===== config.mk =====
export PLATFORM = sky130hd
export DESIGN_NAME = alu_seq
export DESIGN_NICKNAME = d
export VERILOG_FILES = /design/src/rtl/alu_seq.sv
export SDC_FILE = /design/constraint.sdc
export NUM_CORES = 1
export LEC_CHECK = 0
export ABC_AREA = 1
export CAP_MARGIN = 20
export CORE_MARGIN = 2
export CORE_UTILIZATION = 60
export DETAILED_ROUTE_END_ITERATION = 8
export DONT_BUFFER_PORTS = 1
export PLACE_DENSITY = 0.8
export SLEW_MARGIN = 20
export SYNTH_ARGS = -nofsm -noshare
export SYNTH_HDL_FRONTEND = slang
export SYNTH_SLANG_ARGS = --single-unit
export TNS_END_PERCENT = 10

===== constraint.sdc =====
create_clock -name clk -period 3.2 [get_ports clk]
set_input_delay 0.48 -clock clk [delete_from_list [all_inputs] [get_ports clk]]
set_output_delay 0.48 -clock clk [all_outputs]
set_load 0.01 [all_outputs]

===== src/rtl/alu_seq.sv =====
// W-bit ALU: 16 opcodes, single-cycle logic/arith plus shift-add multiply and restoring divide.
// Latency: 1 cycle for single-cycle ops, W cycles (accept to out_valid register) for multiply/divide.
// Backpressure: in_ready drops while a multiply/divide iterates; in_valid is ignored until IDLE.
module alu_seq #(
  parameter int W = 16
) (
  input  logic         clk,
  input  logic         reset_n,
  input  logic         in_valid,
  output logic         in_ready,
  input  logic [W-1:0] R,
  input  logic [W-1:0] S,
  input  logic [3:0]   Alu_Op,
  output logic         out_valid,
  output logic [W-1:0] Y,
  output logic [W-1:0] Y_hi,
  output logic         N,
  output logic         Z,
  output logic         C,
  output logic         V
);

  localparam int CW = $clog2(W + 1);

  localparam logic [3:0] OP_MUL = 4'hD;
  localparam logic [3:0] OP_DIV = 4'hE;

  typedef enum logic [1:0] {IDLE, MUL, DIV} state_t;

  state_t         state, state_nxt;
  logic           ready_q;
  logic           accept;
  logic [CW-1:0]  cnt;
  logic [W-1:0]   opa;      // multiplicand (MUL) or divisor (DIV)
  logic [W-1:0]   acc_hi;   // partial product high half / partial remainder
  logic [W-1:0]   acc_lo;   // multiplier being consumed / dividend shifting into quotient
  logic           dz_q;     // divisor was zero at accept

  // single-cycle datapath
  logic [W-1:0]   add_a, add_b;
  logic           add_cin, is_add;
  logic [W:0]     add_sum;
  logic [W-1:0]   sc_y;
  logic           sc_c, sc_v;

  // iteration step datapath
  logic [W:0]     mul_sum;
  logic [W-1:0]   mul_hi_nxt, mul_lo_nxt;
  logic [W:0]     div_shift;
  logic [W+1:0]   div_diff;
  logic           div_ok;
  logic [W-1:0]   div_hi_nxt, div_lo_nxt;

  // result load
  logic           last_iter;
  logic           ld_en;
  logic [W-1:0]   ld_y, ld_hi;
  logic           ld_c, ld_v;
  logic           start_mul, start_div;

  // ready is registered so it reads 0 for the whole reset period
  assign in_ready = ready_q;
  assign accept   = in_valid & ready_q;

  // single-cycle result, carry and overflow for every non-iterative opcode
  always_comb begin
    add_a   = '0;
    add_b   = '0;
    add_cin = 1'b0;
    is_add  = 1'b0;
    sc_y    = '0;
    sc_c    = 1'b0;
    sc_v    = 1'b0;
    case (Alu_Op)
      4'h0: sc_y = S;
      4'h1: sc_y = R;
      4'h2: begin add_a = S;  add_b = '0; add_cin = 1'b1; is_add = 1'b1; end
      4'h3: begin add_a = S;  add_b = '1; add_cin = 1'b0; is_add = 1'b1; end
      4'h4: begin add_a = R;  add_b = S;  add_cin = 1'b0; is_add = 1'b1; end
      4'h5: begin add_a = R;  add_b = ~S; add_cin = 1'b1; is_add = 1'b1; end
      4'h6: begin sc_y = {1'b0, S[W-1:1]}; sc_c = S[0]; end
      4'h7: begin sc_y = {S[W-2:0], 1'b0}; sc_c = S[W-1]; end
      4'h8: sc_y = R & S;
      4'h9: sc_y = R | S;
      4'hA: sc_y = R ^ S;
      4'hB: sc_y = ~S;
      4'hC: begin add_a = ~S; add_b = '0; add_cin = 1'b1; is_add = 1'b1; end
      4'hF: begin sc_y = {S[W-1], S[W-1:1]}; sc_c = S[0]; end
      default: sc_y = '0;
    endcase
    add_sum = {1'b0, add_a} + {1'b0, add_b} + {{W{1'b0}}, add_cin};
    if (is_add) begin
      sc_y = add_sum[W-1:0];
      sc_c = add_sum[W];
      sc_v = (add_a[W-1] == add_b[W-1]) && (add_sum[W-1] != add_a[W-1]);
    end
  end

  // one shift-add step and one restoring-divide step per clock
  always_comb begin
    mul_sum    = {1'b0, acc_hi} + (acc_lo[0] ? {1'b0, opa} : {(W+1){1'b0}});
    mul_hi_nxt = mul_sum[W:1];
    mul_lo_nxt = {mul_sum[0], acc_lo[W-1:1]};
    div_shift  = {acc_hi, acc_lo[W-1]};
    // extra guard bit so the borrow is unambiguous even for a zero divisor
    div_diff   = {1'b0, div_shift} - {2'b00, opa};
    div_ok     = ~div_diff[W+1];
    div_hi_nxt = div_ok ? div_diff[W-1:0] : div_shift[W-1:0];
    div_lo_nxt = {acc_lo[W-2:0], div_ok};
  end

  // next state and which result (if any) is registered this edge
  always_comb begin
    state_nxt = state;
    last_iter = (cnt == CW'(1));
    ld_en     = 1'b0;
    ld_y      = '0;
    ld_hi     = '0;
    ld_c      = 1'b0;
    ld_v      = 1'b0;
    start_mul = 1'b0;
    start_div = 1'b0;
    case (state)
      IDLE: begin
        if (accept) begin
          if (Alu_Op == OP_MUL) begin
            start_mul = 1'b1;
            state_nxt = MUL;
          end else if (Alu_Op == OP_DIV) begin
            start_div = 1'b1;
            state_nxt = DIV;
          end else begin
            ld_en = 1'b1;
            ld_y  = sc_y;
            ld_c  = sc_c;
            ld_v  = sc_v;
          end
        end
      end
      MUL: begin
        if (last_iter) begin
          state_nxt = IDLE;
          ld_en     = 1'b1;
          ld_y      = mul_lo_nxt;
          ld_hi     = mul_hi_nxt;
          ld_c      = (mul_hi_nxt != '0);
        end
      end
      DIV: begin
        if (last_iter) begin
          state_nxt = IDLE;
          ld_en     = 1'b1;
          ld_y      = div_lo_nxt;
          ld_hi     = div_hi_nxt;
          ld_c      = dz_q;
        end
      end
      default: state_nxt = IDLE;
    endcase
  end

  // state register; ready mirrors the IDLE state one edge after reset release
  always_ff @(posedge clk or negedge reset_n) begin
    if (!reset_n) begin
      state   <= IDLE;
      ready_q <= 1'b0;
    end else begin
      state   <= state_nxt;
      ready_q <= (state_nxt == IDLE);
    end
  end

  // operand latch, iteration registers and counter
  always_ff @(posedge clk or negedge reset_n) begin
    if (!reset_n) begin
      opa    <= '0;
      acc_hi <= '0;
      acc_lo <= '0;
      cnt    <= '0;
      dz_q   <= 1'b0;
    end else if (start_mul) begin
      opa    <= R;
      acc_hi <= '0;
      acc_lo <= S;
      cnt    <= CW'(W);
      dz_q   <= 1'b0;
    end else if (start_div) begin
      opa    <= S;
      acc_hi <= '0;
      acc_lo <= R;
      cnt    <= CW'(W);
      dz_q   <= (S == '0);
    end else if (state == MUL) begin
      acc_hi <= mul_hi_nxt;
      acc_lo <= mul_lo_nxt;
      cnt    <= cnt - CW'(1);
    end else if (state == DIV) begin
      acc_hi <= div_hi_nxt;
      acc_lo <= div_lo_nxt;
      cnt    <= cnt - CW'(1);
    end
  end

  // registered results and flags; hold until the next result, strobe out_valid once
  always_ff @(posedge clk or negedge reset_n) begin
    if (!reset_n) begin
      out_valid <= 1'b0;
      Y         <= '0;
      Y_hi      <= '0;
      N         <= 1'b0;
      Z         <= 1'b0;
      C         <= 1'b0;
      V         <= 1'b0;
    end else begin
      out_valid <= ld_en;
      if (ld_en) begin
        Y    <= ld_y;
        Y_hi <= ld_hi;
        N    <= ld_y[W-1];
        Z    <= (ld_y == '0);
        C    <= ld_c;
        V    <= ld_v;
      end
    end
  end

endmodule

==> flow_metrics.tcl <==
set metrics [dict create \
    outcome "complete, but fails checks" \
    failed_checks "hold timing" \
    synth_top_cells_by_area "dfrtp_1 (23%), nand2_1 (21%), ha_1 (11%)" \
    clockBufferDepth 2 \
    cts_buffers 9 \
    drt-vias-per-instance 6.00 \
    grt_pass1_vias 10600 \
    crit_family "simple AND/OR/NAND/NOR gates" \
    vias 11300 \
    core_mm2 0.0165 \
    cp_data_required_time_ns 3.45 \
    busiest_layer "met2" \
    setup.worst_path.start_class "register" \
    yosys_warnings 0 \
    wl_per_cell_um 19.0 \
    fin_setup_tns_ns 0 \
    syn-instance-count 1636 \
    rsz0062_at_grt "false" \
    total_leakage_power_nw 5.68 \
    crit_fanout 11 \
    setup_viol 0 \
    hp-class "input pin to asynchronous set/reset pin" \
    tightest_slew_ns 0.731 \
    final_cell_mix "nand2_1 (563), inv_1 (190), o21ai_0 (163)" \
    synthFlopType "dfrtp_1" \
    maxSlewViolCount 0 \
    clkSinkCount 93 \
    postRouteAntennaNets 0 \
    final_common_cell "nand2_1" \
    reg2reg_from "acc_lo[0]" \
    gp_congestion 1.04 \
    yosysTopAreaCell "dfrtp_1" \
    die-area_mm2 0.0179 \
    max_cap_violations 0 \
    arrival_ns 3.18 \
    slew_headroom_pct 51.2 \
    syn-num-nets 1764 \
    grtUsageTotal_pct 40.2 \
    fmaxAchievable_mhz 341 \
    grt_max_degree 94 \
    wl_um 35700 \
    grt_util_met3_pct 7.99 \
    final_layout_size_suffix_gt1_share_pct 6.86 \
    vdd_ir_drop_max_mv 0.374 \
    cts_max_level 3 \
    max_stage_delay_ns 0.53 \
    end_kind "register" \
    grtUsageMet1_pct 50.7 \
    cp_num_buf_inv 1 \
    period_share_pct 91.7 \
    cts_tree "done" \
    clk_latency_ns 0.35 \
    syn_to_final_growth_pct 8.02 \
    row_count 47 \
    die_y_um 134 \
    async_flop_share_pct 100 \
    final_core_util_pct 66.0 \
    power_density_mw_per_mm2 740 \
    dp_hpwl_um 28100 \
    overflow 0 \
    period_needed_ns 2.93 \
    final_nets 1785 \
    dieWidth_um 134 \
    io_pins 77 \
    grt_pass1_wl_um 56200 \
    drt_iter0_drc 1062 \
    timing.hold.ws_ns -0.0196 \
    fin_worst_skew_ns 0.0113 \
    portBuffers 0 \
    ys_ff_latch 93 \
    path_class "register to register" \
    initial_utilization_pct 61.1 \
    crit_slowest_cell "dfrtp_1" \
    crit_start "acc_lo[0]" \
    met2_usage_pct 62.4 \
    synth.top_cell.area_share_pct 23.1 \
    antenna_cells 0 \
    clkSlewWorstSetupHoldPaths_ns 0.08 \
    cp_common_cell "nand2_1" \
    dr.pass1.iters 5 \
    finalHoldViolCount 4 \
    avgSynthCellArea_um2 6.17 \
    synth_cell_types 46 \
    cts_root_buffer "clkbuf_16" \
    post-route-drc-count 0 \
    synth-edff-count 0 \
    syn_area_mm2 0.0101 \
    path_cells "nand2_1 -> inv_1 -> ha_1 -> fa_1 -> nand3_1 -> nand2_1 -> nand3_1 -> nand2_1 -> nand2_1 -> nand3b_1 -> nand2_1 -> nand2_1 -> nor2_1 -> nand4_1 -> nand2_1 -> nand2_1 -> nand2_1 -> nand2_1" \
    yosysSeqAreaShare_pct 23.1 \
    antenna_found_initial 0 \
]
## synth_stat cells, types with 2 or more instances
cell type,instances
xnor2_1,5
clkinv_1,14
nor2_1,114
inv_1,190
nand3b_1,8
nand2_1,563
nand3_1,102
o211ai_1,23
buf_2,15
nand2_2,6
xor2_1,10
buf_6,4
o21bai_1,2
inv_2,4
nor2_4,6
o21ai_1,7
dfrtp_1,93
fa_1,4
a21oi_1,68
o21ai_0,163
a21o_1,4
o221ai_1,15
a22o_1,5
inv_4,3
ha_1,85
nor4_1,5
nor2_2,8
or2_2,5
clkbuf_1,26
o2111ai_1,15
nand4_1,16
and2_1,2
o22ai_1,17
nor3_1,11
o21a_1,3
buf_4,5
## state kept, by name (all words and copies together) (netlist names)
signal and flops:
C 1, out_valid 1, Y_hi 16, state 2, V 1, dz_q 1
acc_hi 16, acc_lo 16, Y 16, Z 1, in_ready 1, opa 16
cnt 5
## what timing repair did
| item | CTS | global route |
|---|---|---|
| setup endpoints to repair | 0 | 1 |
| hold buffers | 1 | 0 |
| setup buffers | 0 | 0 |
| gates resized for setup | 0 | 1 |
| endpoints found under the hold margin | 93 | 0 |
## layout make-up
type | instances | area, um^2
clock inverter | 7 | 75.1
tap | 220 | 275
sequential | 93 | 2330
timing repair buffer | 61 | 478
multi-input combinational | 1281 | 6720
inverter | 211 | 800
fill | 1613 | 5620
clock buffer | 9 | 225
## routing by layer
| metal | share of wire, % | vias to the layer above |
|---|---|---|
| li1 | - | 5413 |
| met1 | 39 | 5103 |
| met2 | 44 | 637 |
| met3 | 9.7 | 130 |
| met4 | 7.3 | 0 |
| met5 | 0 | - |
## power breakdown
part           leakage [nW]  switching, W  total (W)  internal (W)
Clock                 0.144      0.000544    0.00110      0.000554
Combinational          4.34       0.00330    0.00495       0.00165
Sequential             1.20      0.000423    0.00202       0.00160
## worst paths after layout
check,to,slack (ns),cells after the start
max,C,0.27,18
max in group asynchronous,opa[8],2.75,1
min in group clk,opa[6],0.29,2
min reg2reg,cnt[4],0.53,2
min,acc_hi[14],-0.02,1
max reg2reg,C,0.27,18
## cell families after synthesis
logic type      share of synthesized area, %
fa+ha+maj                               11.3
buf+inv                                 10.5
flops                                   23.1
simple gates                            35.2
xor+xnor                                1.30
compound gates                          18.6
## per-stage QoR
step | instance area (um^2) | setup slack, ns | hold slack (ns) | power [W] | cells
after floorplan | 10100 | 0.00740 | 0.184 | 0.00559 | 1636
after global placement | 10600 | 0.0177 | 0.188 | 0.00672 | 1865
after detailed placement | 10600 | -0.0277 | 0.188 | 0.00681 | 1865
after CTS | 10900 | 0.275 | 0.0507 | 0.00795 | 1882
after global routing | 10900 | 0.0552 | 0.0454 | 0.00875 | 1882
final | 10900 | 0.267 | -0.0196 | 0.00807 | 1882
## worst register-to-register path: stages, from the launching register on
cell and delay [ns]:
dfrtp_1 0.53, nand2_1 0.12, inv_1 0.04, ha_1 0.22, fa_1 0.42, nand3_1 0.09
nand2_1 0.13, nand3_1 0.13, nand2_1 0.09, nand2_1 0.10, nand3b_1 0.07, nand2_1 0.13
nand2_1 0.07, nor2_1 0.20, nand4_1 0.18, nand2_1 0.11, nand2_1 0.06, nand2_1 0.08
nand2_1 0.06
Note: power is estimated with default switching activity, not from simulation.
